$ cat src/rtl/neuron_layer_collector.sv
// Collects single-cycle MAC result pulses into a layer vector, tracks the signed max/argmax,
// and presents each completed vector over a valid/ready handshake.
module neuron_layer_collector #(
  parameter int NUM_NEURONS = 4,
  parameter int OUT_W       = 16,
  parameter int IDX_W       = 2
) (
  input  logic                         clk,
  input  logic                         rst,
  input  logic                         clear,
  input  logic                         in_valid,
  input  logic [OUT_W-1:0]             in_data,
  output logic                         accept_ready,
  output logic                         out_valid,
  input  logic                         out_ready,
  output logic [NUM_NEURONS*OUT_W-1:0] out_vec,
  output logic [OUT_W-1:0]             out_max,
  output logic [IDX_W-1:0]             out_argmax,
  output logic [IDX_W:0]               count,
  output logic                         overflow
);

  typedef enum logic {COLLECT = 1'b0, PRESENT = 1'b1} state_t;

  localparam logic [IDX_W:0] LAST = (IDX_W+1)'(NUM_NEURONS - 1);

  state_t             state_reg, state_next;
  logic [IDX_W:0]     count_reg;
  logic [OUT_W-1:0]   max_reg;
  logic [IDX_W-1:0]   argmax_reg;
  logic               overflow_reg;
  logic [OUT_W-1:0]   vec_reg [NUM_NEURONS];

  logic accept;
  logic drop;
  logic last_sample;
  logic new_max;

  // In PRESENT a sample is only taken when the held vector leaves in the same cycle.
  assign accept      = in_valid && ((state_reg == COLLECT) || out_ready);
  assign drop        = in_valid && (state_reg == PRESENT) && !out_ready;
  assign last_sample = (count_reg == LAST);
  assign new_max     = (count_reg == '0) || ($signed(in_data) > $signed(max_reg));

  always_ff @(posedge clk or posedge rst) begin
    if (rst)
      state_reg <= COLLECT;
    else
      state_reg <= state_next;
  end

  always_comb begin
    state_next = state_reg;
    if (clear)
      state_next = COLLECT;
    else if (accept && last_sample)
      state_next = PRESENT;
    else if (state_reg == PRESENT && out_ready)
      state_next = COLLECT;
  end

  always_comb begin
    accept_ready = (state_reg == COLLECT);
    out_valid    = (state_reg == PRESENT);
  end

  always_ff @(posedge clk or posedge rst) begin
    if (rst) begin
      count_reg    <= '0;
      max_reg      <= '0;
      argmax_reg   <= '0;
      overflow_reg <= 1'b0;
    end else if (clear) begin
      count_reg    <= '0;
      overflow_reg <= 1'b0;
    end else begin
      if (accept) begin
        count_reg <= last_sample ? '0 : count_reg + 1'b1;
        if (new_max) begin
          max_reg    <= in_data;
          argmax_reg <= count_reg[IDX_W-1:0];
        end
      end
      if (drop)
        overflow_reg <= 1'b1;
    end
  end

  genvar gi;
  generate
    for (gi = 0; gi < NUM_NEURONS; gi++) begin : g_slot
      always_ff @(posedge clk or posedge rst) begin
        if (rst)
          vec_reg[gi] <= '0;
        else if (!clear && accept && count_reg == (IDX_W+1)'(gi))
          vec_reg[gi] <= in_data;
      end
      assign out_vec[gi*OUT_W +: OUT_W] = vec_reg[gi];
    end
  endgenerate

  assign out_max    = max_reg;
  assign out_argmax = argmax_reg;
  assign count      = count_reg;
  assign overflow   = overflow_reg;

endmodule

$ cat config.mk
export PLATFORM = sky130hd
export DESIGN_NAME = neuron_layer_collector
export DESIGN_NICKNAME = d
export VERILOG_FILES = /design/src/rtl/neuron_layer_collector.sv
export SDC_FILE = /design/constraint.sdc
export NUM_CORES = 1
export LEC_CHECK = 0
export CORE_MARGIN = 5
export CORE_UTILIZATION = 53
export CTS_BUF_LIST = sky130_fd_sc_hd__clkbuf_4
export DETAILED_ROUTE_END_ITERATION = 16
export PLACE_DENSITY = 0.95
export SLEW_MARGIN = 10
export SYNTH_ARGS = -nofsm -noshare
export SYNTH_HDL_FRONTEND = slang
export SYNTH_SLANG_ARGS = --single-unit
$ cat constraint.sdc
create_clock -name clk -period 4.1 [get_ports clk]
set_input_delay 0.41 -clock clk [delete_from_list [all_inputs] [get_ports clk]]
set_output_delay 0.41 -clock clk [all_outputs]
set_load 0.01 [all_outputs]
[Word level (Yosys, flattened, before mapping)]
Cells that the tools add are included.
Word-level totals
  output and inout bits: 88
  bits of input ports: 21
  flip-flop bits (word level): 87
Cells by class
  bitwise operators: 2
  $lt $le $gt $ge: 1
  add/sub/neg operators: 1
  muxes and demuxes: 8
  reduce and logical (&&, ||, !) cells: 19
  equality and inequality tests: 3
Operators by type and width (count)
  $gt A16 B16 Y1: 1
  $logic_and A1 B1 Y1: 10
  $mux W3: 3
  $eq A3 B2 Y1 const B: 2
  $mux W1: 5
  $reduce_bool A2 Y1: 2
  $add A3 B1 Y3 const B: 1
  $eq A3 B1 Y1 const B: 1
  $logic_not A3 Y1: 1
  $reduce_and A3 Y1: 1
  $reduce_bool A3 Y1: 1
  $logic_not A1 Y1: 2
  $logic_or A1 B1 Y1: 2
  $not A1 Y1: 2

[Logic depth before layout (Yosys ltp)]
  depth after elaboration: 6
  gate-level depth with buffers: 9
  gate-level depth less buffers: 8

[Worst setup path after synthesis]
No wires, ideal clock.
  kind: register to register
  from: reg max_reg[15], in the netlist out_max[15]
  to: reg max_reg[10], in the netlist out_max[10]
  setup slack: 1494 ps
  cell stages (with the launch flop): 10
  buffers on the path: 1
  arrival: 2481 ps
  clock period less this slack: 2606 ps
  cell sequence: dfrtp_1 inv_1 ha_1 nand4_1 nor4_2 a21boi_2 nor2b_1 o311ai_4 buf_12 mux2_4
On the way
  word-level cells in the longest chain between the ends: 3
RTL lines
  start, declared: line 29  | logic [OUT_W-1:0] max_reg;
  start signal, assigned: line 80  | max_reg <= in_data;
  $gt A16 B16 Y1: line 43  | assign new_max = (count_reg == '0) || ($signed(in_data) > $signed(max_reg));
  $logic_or A1 B1 Y1: line 43
  $reduce_and A3 Y1 (no source line)
No other way between the ends.
A chain may end at the register's enable or synchronous reset.

[Worst setup path after layout]
  from: in in_data[15]
  to: reg max_reg[1], in the netlist out_max[1]
On the way
  word-level cells in the longest chain between the ends: 3
RTL lines
  start, declared: line 12  | input logic [OUT_W-1:0] in_data,
  $gt A16 B16 Y1: line 43
  $logic_or A1 B1 Y1: line 43
  $reduce_and A3 Y1 (no source line)
No other way between the ends.

==> flow_summary.json <==
{
  "drt-total-wl_mm": 8.76,
  "cp_max_fo": 11,
  "finish.net_count": 456,
  "yosys-top-cells-area": "dfrtp_1 57%, mux2_2 16%, ha_1 6.5%",
  "path_class": "primary input to flop",
  "clock-sinks": 87,
  "h-tree-depth": 3,
  "cp_cell_sequence": "clkdlybuf4s50_1, ha_1, nand4_1, nor3_1, a2111oi_0, nand4b_1, o311ai_4, buf_4, mux2_2",
  "initial_core_util_pct": 53.6,
  "intPower_uw": 1940,
  "yosysWarnings": 0,
  "remaining_drc_errors": 0,
  "status": "complete, no violations",
  "static-leakage-power_uw": 0.00241,
  "worstMarginPinSlew_ns": 0.999,
  "synth.ff_latch_count": 87,
  "drt_iter0_markers": 120,
  "timing.fmax_mhz": 349,
  "slew_violations": 0,
  "wl_per_cell_um": 16.9,
  "cp-start-kind": "primary input",
  "postCtsHoldBufs": 0,
  "cts_buffer_depth": 2,
  "slowest_delay_ns": 0.54,
  "cts_tree": "done",
  "antenna_found_initial": 0,
  "grt_pass1_vias": 2886,
  "fin_crit_ns": 2.86,
  "drive_above_1_share_pct": 20.5,
  "critPathArrivalTime_ns": 3.16,
  "syn_area_per_cell_um2": 12.7,
  "fin_crit_sh_pct": 69.8,
  "postRouteAntennaNets": 0,
  "rows": 31,
  "worstPathRequired_ns": 4.40,
  "cts_made_buffers": 9,
  "seqPwrFrac_pct": 43.9,
  "ir_drop_mv": 0.322,
  "fin_worst_skew_ns": 0.0193,
  "hpwl_mm": 6.65,
  "clock_latency_ns": 0.41,
  "largest_reg_flops": 64,
  "grt_overflow": 0,
  "p_clk_share_pct": 13.1,
  "max_slew_margin_pct": 33.3,
  "dieArea_um2": 9010,
  "hold_class": "flop to flop",
  "ctsResizeCount": 0,
  "ios": 109,
  "slowest_stage": "a2111oi_0",
  "synth_cell_type_count": 33,
  "diodes": 0,
  "total_power_uw": 2880,
  "clockRootBuffer": "clkbuf_4",
  "yosysSeqAreaShare_pct": 57.0,
  "syn-num-nets": 342,
  "grt_start_max_net_pins": 61,
  "crit_path_end_kind": "flop",
  "synth_top_area_share_pct": 57.0,
  "syn_to_final_growth_pct": 33.3,
  "maxCapViolCount": 0,
  "setup_violations": 0,
  "firstDrtPassIters": 4,
  "cellPowerDensity_nw_per_um2": 565,
  "grt.total_usage_pct": 20.5,
  "final_hold_viol_count": 0,
  "dpl_cell_area_um2": 5000,
  "power_frac_comb_pct": 43.0,
  "design_area_um2": 5090,
  "port_buffers": 108,
  "fillerInstances": 520,
  "vias": 2692,
  "rsz0062_at_grt": "no",
  "die_w_um": 94.9,
  "netlist_area_um2": 3820,
  "fin_tns_setup_ns": 0,
  "path_clk_slew_ns": 0.12,
  "die_y_um": 94.9,
  "synth_largest_area_cell": "dfrtp_1",
  "p_sw_uw": 932,
  "gp_congestion": 0.761,
  "grt_pass1_wl_mm": 14.2,
  "syn_inst": 301,
  "core_area_um2": 7140,
  "routed_via_density": 5.19,
  "postCtsSetupBuffers": 0,
  "switching_share_pct": 32.4
}
==> worst max-delay path: cells and delay by family <==
kind / cells / cell delay, ns
buffers and inverters: 2 / 0.79
AOI/OAI and AO/OA: 2 / 0.66
muxes: 1 / 0.35
and+or+nand+nor: 3 / 0.54
adders and majority gates: 1 / 0.40
==> through the flow <==
stage	hold WS, ns	utilization [%]	setup WS [ns]	std cells
global placement	0.465	70.0	0.950	503
detailed placement	0.474	70.0	0.812	503
global route	0.522	71.4	1.08	519
CTS	0.503	71.4	1.23	519
floorplan	0.507	-	1.44	301
finish	0.497	71.4	1.24	519
==> layer usage <==
| layer | track usage (%) | wire, um | up-vias |
|---|---|---|---|
| li1 | - | - | 1249 |
| met1 | 25.1 | 3770 | 1354 |
| met2 | 35.3 | 4380 | 78 |
| met3 | 6.06 | 481 | 11 |
| met4 | 5.89 | 130 | 0 |
| met5 | 0 | 0 | - |
==> final cells by class <==
type / instances / area, um2 / area share [%]
clock buffers: 9 / 67.6 / 1.33
multi-input cells: 183 / 1510 / 29.5
clock inverters: 7 / 30.0 / 0.589
flip-flops and latches: 87 / 2180 / 42.7
well taps: 99 / 124 / 2.43
repair buffers: 111 / 1100 / 21.7
inverters: 23 / 87.6 / 1.72
==> worst paths after layout <==
check,slack (ns),startpoint,depth (start not counted),endpoint
worst max-delay path,1.24,in_data[15],9,out_max[1]$_DFFE_PP0P_
worst min-delay path,0.50,out_vec[48]$_DFFE_PP0P_,2,out_vec[48]$_DFFE_PP0P_
worst max register to register,1.39,out_max[15]$_DFFE_PP0P_,9,out_max[1]$_DFFE_PP0P_
worst min register to register,0.50,out_vec[48]$_DFFE_PP0P_,2,out_vec[48]$_DFFE_PP0P_
max in group asynchronous,2.66,rst,3,out_max[10]$_DFFE_PP0P_
min in group asynchronous,0.52,rst,2,out_vec[29]$_DFFE_PP0P_
==> Yosys cell counts <==
| master | n |
|---|---|
| dfrtp_1 | 87 |
| nand2_1 | 58 |
| mux2_2 | 53 |
| inv_1 | 22 |
| ha_1 | 20 |
| mux2_4 | 10 |
| a21oi_1 | 9 |
| clkbuf_1 | 5 |
| o21ai_0 | 5 |
| nor3_1 | 4 |
| nor2_1 | 3 |
| nor2b_1 | 3 |
| nand4_1 | 2 |
| a2111oi_0 | 1 |
| a211o_2 | 1 |
| a21boi_2 | 1 |
| a21o_1 | 1 |
| a311oi_1 | 1 |
| a31oi_1 | 1 |
| and4_1 | 1 |
| buf_1 | 1 |
| buf_12 | 1 |
| buf_6 | 1 |
| clkinv_1 | 1 |
| nand2_2 | 1 |
| nand2b_2 | 1 |
| nand3_1 | 1 |
| nand4b_1 | 1 |
| nor4_2 | 1 |
| o211ai_1 | 1 |
| o311ai_4 | 1 |
| or2b_1 | 1 |
| or4b_4 | 1 |
==> placed cells by master (no fill, tap or decap), drive strengths merged <==
cell / Yosys / final
dfrtp: 87 / 87
nor4: 1 / 1
a21oi: 9 / 9
inv: 22 / 21
nand4: 2 / 2
nand3: 1 / 1
a21o: 1 / 1
clkinv: 1 / 9
clkdlybuf4s50: 0 / 108
clkbuf: 5 / 9
a311oi: 1 / 1
o311ai: 1 / 1
and4: 1 / 1
nand2b: 1 / 1
a2111oi: 1 / 1
nor2: 3 / 3
buf: 3 / 3
or2b: 1 / 1
a31oi: 1 / 1
ha: 20 / 20
nor2b: 3 / 3
mux2: 63 / 63
nand4b: 1 / 1
nor3: 4 / 4
o21ai: 5 / 5
or4b: 1 / 1
a21boi: 1 / 1
a211o: 1 / 1
nand2: 59 / 59
o211ai: 1 / 1
==> power by group through the flow <==
stage               clock, uW  sequential (uW)  combinational, uW
global placement            0             1270               1200
floorplan                   0             1360                498
detailed placement          0             1280               1250
global route              424             1300               1340
finish                    377             1260               1240
CTS                       386             1260               1260
==> kinds of logic after synthesis <==
kind of cell / synth area share, %
flops: 57.0
fa+ha+maj: 6.55
buf+inv: 3.67
mux: 19.5
simple gates: 9.20
compound gates: 4.09
(Power assumes the default switching activity.)
